[config.mk]
export PLATFORM = sky130hd
export DESIGN_NAME = alu_issue_stage
export DESIGN_NICKNAME = d
export VERILOG_FILES = /design/src/rtl/alu_pkg.sv /design/src/rtl/alu_ctrl_decoder.sv /design/src/rtl/alu_issue_stage.sv
export SDC_FILE = /design/constraint.sdc
export NUM_CORES = 1
export LEC_CHECK = 0
export BUFFER_PORTS_ARGS = -buffer_cell sky130_fd_sc_hd__buf_2
export CORE_MARGIN = 2
export CORE_UTILIZATION = 40
export CTS_CLUSTER_SIZE = 20
export DETAILED_ROUTE_END_ITERATION = 7
export GPL_TIMING_DRIVEN = 0
export PLACE_DENSITY = 0.71
export SLEW_MARGIN = 30
export SYNTH_ARGS = -nofsm -noshare
export SYNTH_HDL_FRONTEND = slang
export SYNTH_HIERARCHICAL = 1
export SYNTH_SLANG_ARGS = --single-unit
[constraint.sdc]
create_clock -name clk -period 1.83 [get_ports clk]
set_clock_uncertainty 0.1 [all_clocks]
set_input_delay 0.549 -clock clk [delete_from_list [all_inputs] [get_ports clk]]
set_output_delay 0.549 -clock clk [all_outputs]
set_load 0.005 [all_outputs]
[src/rtl/alu_pkg.sv]
// Shared constants and types for the RV32I ALU issue path: ALU opcode encodings,
// major opcodes, funct7 values and the registered EXE bundle layout.
package alu_pkg;

    localparam logic [3:0] ALU_ADD  = 4'b0000;
    localparam logic [3:0] ALU_SUB  = 4'b1000;
    localparam logic [3:0] ALU_SLL  = 4'b0001;
    localparam logic [3:0] ALU_SLT  = 4'b0010;
    localparam logic [3:0] ALU_SLTU = 4'b0011;
    localparam logic [3:0] ALU_XOR  = 4'b0100;
    localparam logic [3:0] ALU_SRL  = 4'b0101;
    localparam logic [3:0] ALU_SRA  = 4'b1101;
    localparam logic [3:0] ALU_OR   = 4'b0110;
    localparam logic [3:0] ALU_AND  = 4'b0111;

    localparam logic [6:0] OPC_OP     = 7'b0110011;
    localparam logic [6:0] OPC_OP_IMM = 7'b0010011;
    localparam logic [6:0] OPC_LUI    = 7'b0110111;
    localparam logic [6:0] OPC_AUIPC  = 7'b0010111;

    localparam logic [6:0] F7_BASE = 7'b0000000;
    localparam logic [6:0] F7_ALT  = 7'b0100000;

    typedef struct packed {
        logic [3:0]  opc;
        logic        sel_pc;
        logic [31:0] pc;
        logic [31:0] reg1;
        logic [31:0] src2;
        logic [4:0]  rd;
        logic        rd_we;
        logic        illegal;
    } exe_bundle_t;

    // alt selects the SUB/SRA variant; it only matters for funct3 000 and 101.
    function automatic logic [3:0] alu_opc(input logic [2:0] funct3, input logic alt);
        logic [3:0] opc;
        case (funct3)
            3'b000:  opc = alt ? ALU_SUB : ALU_ADD;
            3'b001:  opc = ALU_SLL;
            3'b010:  opc = ALU_SLT;
            3'b011:  opc = ALU_SLTU;
            3'b100:  opc = ALU_XOR;
            3'b101:  opc = alt ? ALU_SRA : ALU_SRL;
            3'b110:  opc = ALU_OR;
            default: opc = ALU_AND;
        endcase
        return opc;
    endfunction

endpackage

[src/rtl/alu_ctrl_decoder.sv]
// Combinational decode of OP, OP-IMM, LUI and AUIPC into ALU control and operands.
// Anything else is flagged illegal and given a harmless ADD with a zero second operand.
module alu_ctrl_decoder
    import alu_pkg::*;
(
    input  logic [31:0] instr,
    input  logic [31:0] reg1,
    input  logic [31:0] reg2,
    output logic [3:0]  opc,
    output logic        sel_pc,
    output logic [31:0] reg1_sel,
    output logic [31:0] src2,
    output logic [4:0]  rd,
    output logic        rd_we,
    output logic        illegal
);

    logic [6:0]  opcode;
    logic [2:0]  funct3;
    logic [6:0]  funct7;
    logic [31:0] imm_i;
    logic [31:0] imm_u;
    logic        legal;

    assign opcode = instr[6:0];
    assign funct3 = instr[14:12];
    assign funct7 = instr[31:25];
    assign imm_i  = {{20{instr[31]}}, instr[31:20]};
    assign imm_u  = {instr[31:12], 12'b0};

    always_comb begin
        opc      = ALU_ADD;
        sel_pc   = 1'b0;
        reg1_sel = reg1;
        src2     = '0;
        rd       = instr[11:7];
        legal    = 1'b0;
        case (opcode)
            OPC_OP: begin
                legal = (funct7 == F7_BASE) ||
                        ((funct7 == F7_ALT) && (funct3 == 3'b000 || funct3 == 3'b101));
                opc   = alu_opc(funct3, funct7 == F7_ALT);
                src2  = reg2;
            end
            OPC_OP_IMM: begin
                // Shift immediates keep their upper bits; the ALU only looks at src2[4:0].
                opc  = alu_opc(funct3, (funct3 == 3'b101) && (funct7 == F7_ALT));
                src2 = imm_i;
                case (funct3)
                    3'b001:  legal = (funct7 == F7_BASE);
                    3'b101:  legal = (funct7 == F7_BASE) || (funct7 == F7_ALT);
                    default: legal = 1'b1;
                endcase
            end
            OPC_LUI: begin
                legal    = 1'b1;
                reg1_sel = '0;
                src2     = imm_u;
            end
            OPC_AUIPC: begin
                legal  = 1'b1;
                sel_pc = 1'b1;
                src2   = imm_u;
            end
            default: legal = 1'b0;
        endcase
        if (!legal) begin
            opc    = ALU_ADD;
            sel_pc = 1'b0;
            src2   = '0;
        end
        rd_we   = legal;
        illegal = !legal;
    end

endmodule

[src/rtl/alu_issue_stage.sv]
// ID->EXE issue stage: decodes one instruction and holds the ALU bundle in a
// single-entry pipeline register with flush.
module alu_issue_stage
    import alu_pkg::*;
#(
    parameter int XLEN = 32
) (
    input  logic            clk,
    input  logic            rst_n,
    input  logic            id_valid,
    output logic            id_ready,
    input  logic [31:0]     id_instr,
    input  logic [XLEN-1:0] id_pc,
    input  logic [XLEN-1:0] id_reg1,
    input  logic [XLEN-1:0] id_reg2,
    input  logic            flush,
    input  logic            exe_ready,
    output logic            exe_valid_r,
    output logic [3:0]      exe_alu_opc_r,
    output logic            exe_sel_pc_r,
    output logic [XLEN-1:0] exe_pc_r,
    output logic [XLEN-1:0] exe_reg1_r,
    output logic [XLEN-1:0] exe_src2_r,
    output logic [4:0]      exe_rd_r,
    output logic            exe_rd_we_r,
    output logic            exe_illegal_r
);

    // Handshake: a transfer happens on a rising edge where valid && ready. id_ready
    // is high when the register is empty or EXE drains it in the same cycle, so a
    // stalled bundle never moves and a draining one is replaced without a bubble.
    logic        exe_valid_d, exe_valid_q;
    exe_bundle_t bundle_d, bundle_q;
    exe_bundle_t dec_bundle;
    logic        accept;

    alu_ctrl_decoder u_decoder (
        .instr    (id_instr),
        .reg1     (id_reg1),
        .reg2     (id_reg2),
        .opc      (dec_bundle.opc),
        .sel_pc   (dec_bundle.sel_pc),
        .reg1_sel (dec_bundle.reg1),
        .src2     (dec_bundle.src2),
        .rd       (dec_bundle.rd),
        .rd_we    (dec_bundle.rd_we),
        .illegal  (dec_bundle.illegal)
    );
    assign dec_bundle.pc = id_pc;

    assign id_ready = !exe_valid_q || exe_ready;
    assign accept   = id_valid && id_ready;

    always_comb begin
        exe_valid_d = exe_valid_q;
        if (flush) begin
            exe_valid_d = 1'b0;
        end else if (id_ready) begin
            exe_valid_d = id_valid;
        end
        bundle_d = bundle_q;
        if (accept && !flush) begin
            bundle_d = dec_bundle;
        end
    end

    always_ff @(posedge clk or negedge rst_n) begin
        if (!rst_n) begin
            exe_valid_q <= 1'b0;
            bundle_q    <= '0;
        end else begin
            exe_valid_q <= exe_valid_d;
            bundle_q    <= bundle_d;
        end
    end

    assign exe_valid_r   = exe_valid_q;
    assign exe_alu_opc_r = bundle_q.opc;
    assign exe_sel_pc_r  = bundle_q.sel_pc;
    assign exe_pc_r      = bundle_q.pc;
    assign exe_reg1_r    = bundle_q.reg1;
    assign exe_src2_r    = bundle_q.src2;
    assign exe_rd_r      = bundle_q.rd;
    assign exe_rd_we_r   = bundle_q.rd_we;
    assign exe_illegal_r = bundle_q.illegal;

endmodule

Word-level counts from Yosys, hierarchy flattened. Cells that the tools add are included.

Bits in registers: 109. Word-level logic and storage cells: 52. Input bits: 133. Output and inout bits: 110.

Equal/unequal tests: 11. Reduce and logical (&&, ||, !) cells: 15. Multiplexer cells: 17.

Operators by type and width (count): 32-bit one-hot mux with 3 select lines (1); 32-bit two-way mux (2); 4-bit one-hot mux with 7 select lines (2); 7-bit by 6-bit equality test with 1-bit output (second input constant) (3); 4-bit two-way mux (5); 7-bit by 5-bit equality test with 1-bit output (second input constant) (2); 3-bit equality test (second input constant) (3); 4-bit one-hot mux with 2 select lines (1); 7-bit logical NOT (1); 3-bit by 2-bit equality test with 1-bit output (second input constant) (2); 1-bit logical AND (4); 1-bit logical OR (4); 1-bit two-way mux (4); 3-bit by 1-bit equality test with 1-bit output (second input constant) (1); 1-bit logical NOT (3); 3-bit logical NOT (1); 1-bit one-hot mux with 3 select lines (1); 1-bit one-hot mux with 2 select lines (1); 2-bit nonzero test (1); 2-bit OR reduction (1).

Logic depth before layout (Yosys ltp). Gate-level depths: netlist of the first run.

Word-level depth: 6. Depth in mapped cells: 7. Mapped depth without buffers: 5.

Cells and area by module. The synthesis of the first run kept the hierarchy.

Modules (own cells, without submodules): alu_issue_stage (instances 1, cells an instance 234, area an instance 4182.8 um2, sequential area each 2727.6 um2); alu_ctrl_decoder (instances 1, cells an instance 185, area an instance 1112.3 um2, sequential area each 0.0 um2).

Least setup slack after synthesis of the first run. OpenSTA, ideal clock, no wires.

Kind: input to register. Start: input id_instr[25]. End: register bundle_q (netlist bit exe_illegal_r). Setup slack: -390 ps. Stages on the path: 5. Setup time: 125 ps. Data required time: 1605 ps. Buffers on the path: 1. Arrival: 1995 ps. Path through: or4_4 -> nor4_4 -> a221oi_4 -> buf_2 -> mux2_2.

RTL lines: start, declared (line alu_issue_stage.sv:12) `input logic [31:0] id_instr,`; end signal, assigned (line alu_issue_stage.sv:73) `bundle_q <= bundle_d;`; end, declared (line alu_issue_stage.sv:33) `exe_bundle_t bundle_d, bundle_q;`.

==> impl_results.md, run 1 <==
* Placeable Area at 0.0131 mm2
* Die area at 0.0142 mm2
* CTS Buffer Depth at 2
* Vias in the first global route at 4306
* Starting DRT DRC Count at 204
* Failing checks: negative setup slack
* Initial antenna violation count at 0
* Mapped Nets at 552
* Num CTS Buffers at 9
* Top_reg_cell synth: dfrtp_1
* Critical Path Start Type: input port
* Post-Synthesis Cell Area at 0.00530 mm2
* Num rows at 42
* Fmax at 0.509 GHz
* # diodes at 0
* Cell total after placement at 833
* DR vias/cell at 4.96
* GRT Overall Usage at 0.207
* Flip-flop and latch count after synthesis at 109
* Die width at 119 um
* Post-synth EDFFs at 0
* Slew headroom at 0.616
* Starting Density at 0.405
* I/O pins at 243
* Final hold violations at 0
* Setup ws final at -0.133 ns
* Synth warn at 6
* Post-Layout Cell Count at 860
* Fin area at 0.00769 mm2
* Ranking of synthesized cells by area: dfrtp_1 (52%), mux2_2 (19%), mux2_4 (5.7%)
* Slew Limit Fails at 0
* Routability cong. at 0.853
* H-tree levels at 3
* Crit. End Element: flop
* Top-area cell type share of the netlist area at 0.515
* Period utilization at 1.07
* Tot Pwr at 0.00586 W
* PortBufs at 237
* PwrDens at 762 mW/mm2
* CTS clk-pin slew, worst paths at 0.07 ns
* First-pass GRT wire length at 22900 um
* Clk sinks at 109
* GRT overflow at 0
* Status: complete, but fails checks
* Worst-margin pin slew at 0.576 ns
* Critical Path RT at 1.97 ns
* Pre-CTS worst setup slack at -0.769 ns
* Most frequent cells after synthesis: dfrtp_1 (109), mux2_2 (88), nand2_1 (42)
* TritonRoute pass-1 iters at 4
* Final wirelength at 14900 um
* Hold WS at 0.0769 ns
* Ys async rst share at 1.00
* WL per Instance at 17.3 um
* Leak Pwr at 3.95 nW
* Syn_area_per_cell at 12.6 um2
* Crit path DAT at 2.10 ns
* Die Y at 119 um
* Fraction of layout cells with a size suffix above 1 at 0.689
* Root Driver: clkbuf_16
* MaxCap Viol Count at 0
* Hold crit path type: in -> async
* Cell Area, Placed at 0.00702 mm2
* Worst IR Drop VDD at 0.377 mV
* Worst skew pair latency at 0.35 ns
* Crit Path Category: in -> reg
* Routed vias at 4265
* Largest area contributor in the netlist: dfrtp_1
* RSZ-0062 raised after global routing: true
* FILL cells at 1071
* Final setup viols at 52
* CTS tree: done
* Yosys cell types at 37
* Post-DRT Antenna Nets at 0
* Critical Path Fanout Max at 5
* Pin count of the biggest net entering global routing at 64
* Area Growth Syn to Fin at 45.3%
* Fin nets at 813
* Post-DP HPWL at 10700 um
* Drt drc at 0
* Sequential share of the synthesized area at 0.515
* Fin crit period at 1.96 ns
* Post-Syn Instances at 419
* Top-count cell post-synth: dfrtp_1
[power by group]
part	internal [W]	switching [W]	leakage, nW
clock network	0.000922	0.000874	0.129
registers	0.00267	0.000142	1.36
logic	0.000766	0.000485	2.46
total	0.00436	0.00150	3.95
[per-layer routing]
metal,track usage,part of all wire
met5,0,0
met4,0.0737,0.016
met3,0.0556,0.078
met2,0.332,0.48
met1,0.270,0.42
[path summary, 6_finish.rpt]
| kind | start | end | slack (ns) | depth (start not counted) |
|---|---|---|---|---|
| setup / recovery | id_instr[28] | exe_illegal_r | -0.13 | 6 |
| hold / removal | rst_n | exe_reg1_r[25] | 0.08 | 1 |
| setup reg to reg | exe_valid_r | exe_pc_r[14] | 0.09 | 6 |
| hold reg to reg | exe_pc_r[21] | exe_pc_r[21] | 0.40 | 1 |
| max in group asynchronous | rst_n | exe_src2_r[4] | 0.92 | 2 |
| min in group clk | flush | exe_valid_r | 0.27 | 2 |
[sequential cells by signal, summed over array words and instances (netlist names)]
name	count
exe_rd_r	5
exe_alu_opc_r	4
exe_rd_we_r	1
exe_sel_pc_r	1
exe_src2_r	32
exe_reg1_r	32
exe_illegal_r	1
exe_valid_r	1
exe_pc_r	32
[cells by family after synthesis]
group	Yosys count	share of synthesized area
DFF	109	0.515
muxes	119	0.265
AOI/OAI and AO/OA	29	0.0444
buffers and inverters	37	0.0470
and+or+nand+nor	125	0.129
[metrics by stage]
stage,setup TNS (ns),utilization
6_report,-3.41,0.588
5_1_grt,-6.45,0.588
4_1_cts,-4.05,0.571
3_5_place_dp,-50.80,0.536
3_3_place_gp,-167.30,0.534
2_1_floorplan,-18.00,-
[critical path, cell delays in order]
cell,delay [ns]
buf_6,0.09
or4_4,0.58
nor4_4,0.25
a221oi_4,0.18
buf_6,0.19
mux2_4,0.26
[timing repair]
item / CTS / global route
gates cloned: 1 / 3
pin swaps: 7 / 5
hold endpoints to repair: 0 / 0
hold buffers: 0 / 0
setup endpoints to repair: 70 / 68
setup buffers: 4 / 4
resized for setup: 41 / 41
[layout make-up]
type	instances	area, um2	share of cell area
clock buffer	10	229	0.0298
timing repair buffer	250	1440	0.187
inverter	3	11.3	0.00146
clock inverter	5	35.0	0.00455
sequential	109	2730	0.355
tap	176	220	0.0286
multi-input combinational	273	2730	0.355
buffer	34	302	0.0392
[cells in the final DEF, fill, tap and decap left out, types with 3 or more instances in the layout]
cell type	instances
mux2_4	76
nor3_2	10
mux2i_1	11
nor2_1	15
clkbuf_16	12
buf_8	4
or2_2	3
buf_12	4
nor2_2	5
a22oi_1	17
and2_4	30
mux2_2	32
dfrtp_1	109
nand2_1	41
buf_2	231
buf_4	18
buf_6	14
nor2_4	4
clkbuf_2	6
Note: power is estimated with default switching activity, not from simulation.
==> inputs of run 2 (changes only) <==
--- a/config.mk
+++ b/config.mk
@@ -5,7 +5,7 @@
 export SDC_FILE = /design/constraint.sdc
 export NUM_CORES = 1
 export LEC_CHECK = 0
-export BUFFER_PORTS_ARGS = -buffer_cell sky130_fd_sc_hd__buf_2
+export BUFFER_PORTS_ARGS = -buffer_cell sky130_fd_sc_hd__buf_4
 export CORE_MARGIN = 2
 export CORE_UTILIZATION = 40
 export CTS_CLUSTER_SIZE = 20
==> impl_results.md, run 2 (same netlist as run 1, synthesis figures left out) <==
* Hold WS at 0.219 ns
* Commonest cells after routing, fill and taps aside: buf_4 (251), dfrtp_1 (109), mux2_4 (73)
* I/O pins at 243
* Num rows at 42
* Setup ws final at -0.188 ns
* Failing checks: negative setup slack
* H-tree levels at 3
* Crit path DAT at 2.21 ns
* Slew headroom at 0.426
* Final setup viols at 67
* Initial antenna violation count at 0
* Leak Pwr at 4.10 nW
* Post-DRT Antenna Nets at 0
* Commonest non-fill, non-tap cell in the layout: buf_4
* Status: complete, but fails checks
* Final wirelength at 15100 um
* PwrDens at 745 mW/mm2
* GRT Overall Usage at 0.213
* Fraction of layout cells with a size suffix above 1 at 0.682
* CP max-delay cell: or4_4
* Slew Limit Fails at 0
* Worst-margin pin slew at 0.860 ns
* Worst IR Drop VDD at 0.412 mV
* CTS tree: done
* Starting Density at 0.405
* Root Driver: clkbuf_16
* CTS clk-pin slew, worst paths at 0.07 ns
* RSZ-0062 raised after global routing: true
* Routability cong. at 0.842
* Routed vias at 4216
* Fin nets at 813
* Worst skew pair latency at 0.34 ns
* Tot Pwr at 0.00610 W
* Worst Setup SP: id_instr[25]
* Post-DP HPWL at 10900 um
* Util after Layout at 0.626
* Starting DRT DRC Count at 228
* Crit. End Element: flop
* TritonRoute pass-1 iters at 4
* Critical Path RT at 2.02 ns
* Worst-path cell chain: buf_8 -> or4_4 -> o311ai_4 -> a221oi_4 -> buf_4 -> a211oi_1 -> mux2_2
* Die Y at 119 um
* CTS Buffer Depth at 2
* Critical Path Start Type: input port
* Hold crit path type: in -> async
* Die width at 119 um
* Area Growth Syn to Fin at 54.6%
* Pin count of the biggest net entering global routing at 110
* Max stage delay on crit path at 0.57 ns
* Crit Path Category: in -> reg
* Final hold violations at 0
* Critical Path Fanout Max at 7
* GRT overflow at 0
* Drt drc at 0
* First-pass GRT wire length at 23700 um
* Vias in the first global route at 4385
* Num CTS Buffers at 9
* Period utilization at 1.10
* WL per Instance at 17.5 um
* # diodes at 0
* FILL cells at 1045
* PortBufs at 237
* Placeable Area at 0.0131 mm2
* MaxCap Viol Count at 0
* Clk sinks at 109
* Setup TNS at -8.04 ns
* Fmax at 0.495 GHz
* Fin crit period at 2.02 ns
* Origin of the critical flop-to-flop path: exe_valid_r
* Die area at 0.0142 mm2
* DR vias/cell at 4.90
run 2: cell count changes in the layout (fill, tap and decap cells not counted), moves of 5 or more:
cell and change:
buf_2 -231, buf_8 +6, buf_6 -5, buf_4 +233
run 2: worst paths after layout:
| kind | cells past startpoint | slack, ns | to |
|---|---|---|---|
| worst max-delay path | 7 | -0.19 | exe_src2_r[11] |
| worst min-delay path | 1 | 0.22 | exe_reg1_r[7] |
| max in group asynchronous | 1 | 0.82 | exe_src2_r[31] |
| worst min register to register | 1 | 0.41 | exe_rd_r[1] |
| min in group clk | 2 | 0.26 | exe_valid_r |
| worst max register to register | 6 | 0.10 | exe_pc_r[10] |
run 2: timing repair:
item | 4_1_cts | 5_1_grt
hold buffers | 0 | 0
pin swaps | 7 | 6
gates cloned | 4 | 0
setup endpoints to repair | 71 | 71
gates resized for setup | 45 | 24
buffers inserted | 8 | 1
run 2: metrics by stage:
stage	area (um2)	cells	setup slack, ns
2_1_floorplan	5580	419	-0.311
3_5_place_dp	7580	832	-0.766
5_1_grt	8190	861	-0.217
4_1_cts	8120	860	-0.175
3_3_place_gp	7580	832	-0.721
6_report	8190	861	-0.188
run 2: worst max-delay path, delay by kind of cell:
kind / cells / cell delay, ns
compound gates: 3 / 0.61
buf+inv: 2 / 0.30
mux: 1 / 0.18
simple gates: 1 / 0.57
run 2: layout make-up:
type                    count  area (um2)  share of cell area
plain buffers              34         304              0.0371
clock buffers              12         246              0.0301
clock inverters             4        23.8             0.00290
inverters                   3        11.3             0.00138
multi-input cells         273        2700               0.329
flip-flops and latches    109        2730               0.333
well taps                 176         220              0.0269
repair buffers            250        1960               0.239
run 2: per-layer routing:
layer | part of all wire | GRT usage | routed length [um] | vias to the layer above
met1 | 0.42 | 0.274 | 6270 | 2048
li1 | - | - | - | 1973
met2 | 0.49 | 0.349 | 7330 | 176
met3 | 0.079 | 0.0560 | 1200 | 19
met4 | 0.017 | 0.0714 | 255 | 0
met5 | 0 | 0 | 0 | -
run 2: where the power goes:
part	switching [W]	total, W	internal (W)
logic	0.000485	0.00145	0.000969
registers	0.000154	0.00283	0.00267
clock network	0.000863	0.00182	0.000958
total	0.00150	0.00610	0.00460
==> inputs of run 3 (changes only) <==
--- a/config.mk
+++ b/config.mk
@@ -11,7 +11,8 @@
 export CTS_CLUSTER_SIZE = 20
 export DETAILED_ROUTE_END_ITERATION = 7
 export GPL_TIMING_DRIVEN = 0
-export PLACE_DENSITY = 0.71
+export PLACE_DENSITY_LB_ADDON = 0.08
+export SKIP_LAST_GASP = 1
 export SLEW_MARGIN = 30
 export SYNTH_ARGS = -nofsm -noshare
 export SYNTH_HDL_FRONTEND = slang
==> impl_results.md, run 3 (same netlist as run 1, synthesis figures left out) <==
* CTS tree: done
* Worst-margin pin slew at 0.800 ns
* Final hold violations at 0
* Commonest non-fill, non-tap cell in the layout: buf_4
* Origin of the critical flop-to-flop path: exe_valid_r
* TritonRoute pass-1 iters at 4
* CP delay by family, top: simple AND/OR/NAND/NOR gates
* Critical Path RT at 1.96 ns
* CTS Buffer Depth at 2
* Clk sinks at 109
* H-tree levels at 3
* Routed vias at 4227
* Die Y at 119 um
* Drt drc at 0
* Slew headroom at 0.467
* Fmax at 0.497 GHz
* Crit. End Element: flop
* Reg power frac at 0.464
* Crit path DAT at 2.15 ns
* Pre-CTS worst setup slack at -0.731 ns
* Post-DRT Antenna Nets at 0
* Max stage delay on crit path at 0.57 ns
* Worst IR Drop VDD at 0.403 mV
* Switch share at 0.248
* Num CTS Buffers at 9
* Period utilization at 1.10
* Leak Pwr at 4.10 nW
* GRT Overall Usage at 0.213
* DR vias/cell at 4.90
* Vias in the first global route at 4454
* Setup ws final at -0.182 ns
* WL per Instance at 17.4 um
* Crit Path Category: in -> reg
* Routability cong. at 0.805
* Final wirelength at 15100 um
* Commonest cells after routing, fill and taps aside: buf_4 (254), dfrtp_1 (109), mux2_4 (70)
* Die area at 0.0142 mm2
* Util after Layout at 0.627
* I/O pins at 243
* Status: complete, but fails checks
* Logic pwr share at 0.237
* Post-DP HPWL at 10800 um
* Fraction of layout cells with a size suffix above 1 at 0.689
* Worst-path cell chain: buf_6 -> or4_4 -> o311ai_4 -> a221oi_4 -> buf_4 -> buf_6 -> mux2_4
* Hold buffers post-CTS at 0
* Hold crit path type: in -> async
* PwrDens at 744 mW/mm2
* MaxCap Viol Count at 0
* RSZ-0062 raised after global routing: true
* Worst reg2reg endpoint: exe_pc_r[7]
* Starting Density at 0.405
* Failing checks: negative setup slack
* Root Driver: clkbuf_16
* Placeable Area at 0.0131 mm2
* Internal at 0.00459 W
* Final setup viols at 68
* Starting DRT DRC Count at 130
* Switching pwr at 0.00151 W
* Worst r2r path cells at 6
* Most frequent cell on the critical path: buf_6
* Initial antenna violation count at 0
* Clock Power Share at 0.300
* Die width at 119 um
* GRT overflow at 0
* # diodes at 0
* CP bufs+invs at 3
* Critical Path Start Type: input port
* Setup TNS at -5.47 ns
* CP max-delay cell: or4_4
* Reg2Reg Setup Slack at 0.11 ns
* Fin nets at 816
* PortBufs at 237
* First-pass GRT wire length at 23700 um
* FILL cells at 1090
* Critical Path Fanout Max at 5
* Area Growth Syn to Fin at 54.9%
* CTS clk-pin slew, worst paths at 0.07 ns
* Pin count of the biggest net entering global routing at 110
* Fin crit period at 2.01 ns
* Slew Limit Fails at 0
* Num rows at 42
* Worst skew pair latency at 0.35 ns
[run 3: cell types whose count changed in the layout (fill, tap and decap cells not counted), sizes merged]
cell    previous run  this run
clkinv             4         3
inv                3         4
buf              274       276
[run 3: area by class of cell]
cell class                      instances  area, um2  share of cell area
Inverter                                3       11.3             0.00137
Multi-Input combinational cell        273       2710               0.330
Clock buffer                           11        243              0.0296
Tap cell                              176        220              0.0268
Timing Repair Buffer                  255       1980               0.241
Clock inverter                          4       23.8             0.00290
Sequential cell                       109       2730               0.333
Buffer                                 32        288              0.0351
[run 3: metrics by stage]
| step | power, W | instances | instance area [um2] | hold slack (ns) |
|---|---|---|---|---|
| after global placement | 0.00426 | 832 | 7580 | 0.391 |
| after floorplan | 0.00349 | 419 | 5580 | 0.153 |
| final | 0.00610 | 863 | 8200 | 0.160 |
| after global routing | 0.00638 | 863 | 8200 | 0.227 |
| after CTS | 0.00616 | 860 | 8080 | 0.198 |
| after detailed placement | 0.00430 | 832 | 7580 | 0.395 |
[run 3: how the worst max path moves through the flow]
stage / start / end / slack (ns) / cells past startpoint
floorplan: id_instr[25] / exe_illegal_r / -0.31 / 5
global placement: id_instr[30] / exe_src2_r[23] / -0.70 / 7
finish: id_instr[28] / exe_illegal_r / -0.18 / 7
global route: id_instr[28] / exe_src2_r[3] / -0.23 / 8
detailed placement: id_instr[6] / exe_reg1_r[12] / -0.73 / 7
CTS: id_instr[28] / exe_src2_r[11] / -0.20 / 7
[run 3: power by group through the flow]
stage	registers [W]	clock network [W]	logic [W]
global route	0.00286	0.00198	0.00154
detailed placement	0.00288	0	0.00142
global placement	0.00285	0	0.00141
finish	0.00283	0.00183	0.00144
CTS	0.00283	0.00188	0.00145
floorplan	0.00288	0	0.000614
[run 3: repair_timing]
item	4_1_cts	5_1_grt
setup endpoints to repair	70	69
cloned	5	0
pin swaps	12	6
buffers inserted	9	4
gates resized for setup	35	35
[run 3: layer usage]
layer	vias up	global-route usage	routed length, um
li1	1970	-	-
met1	2062	0.261	6230
met2	169	0.346	7160
met3	26	0.0704	1300
met4	0	0.0900	366
met5	-	0	0
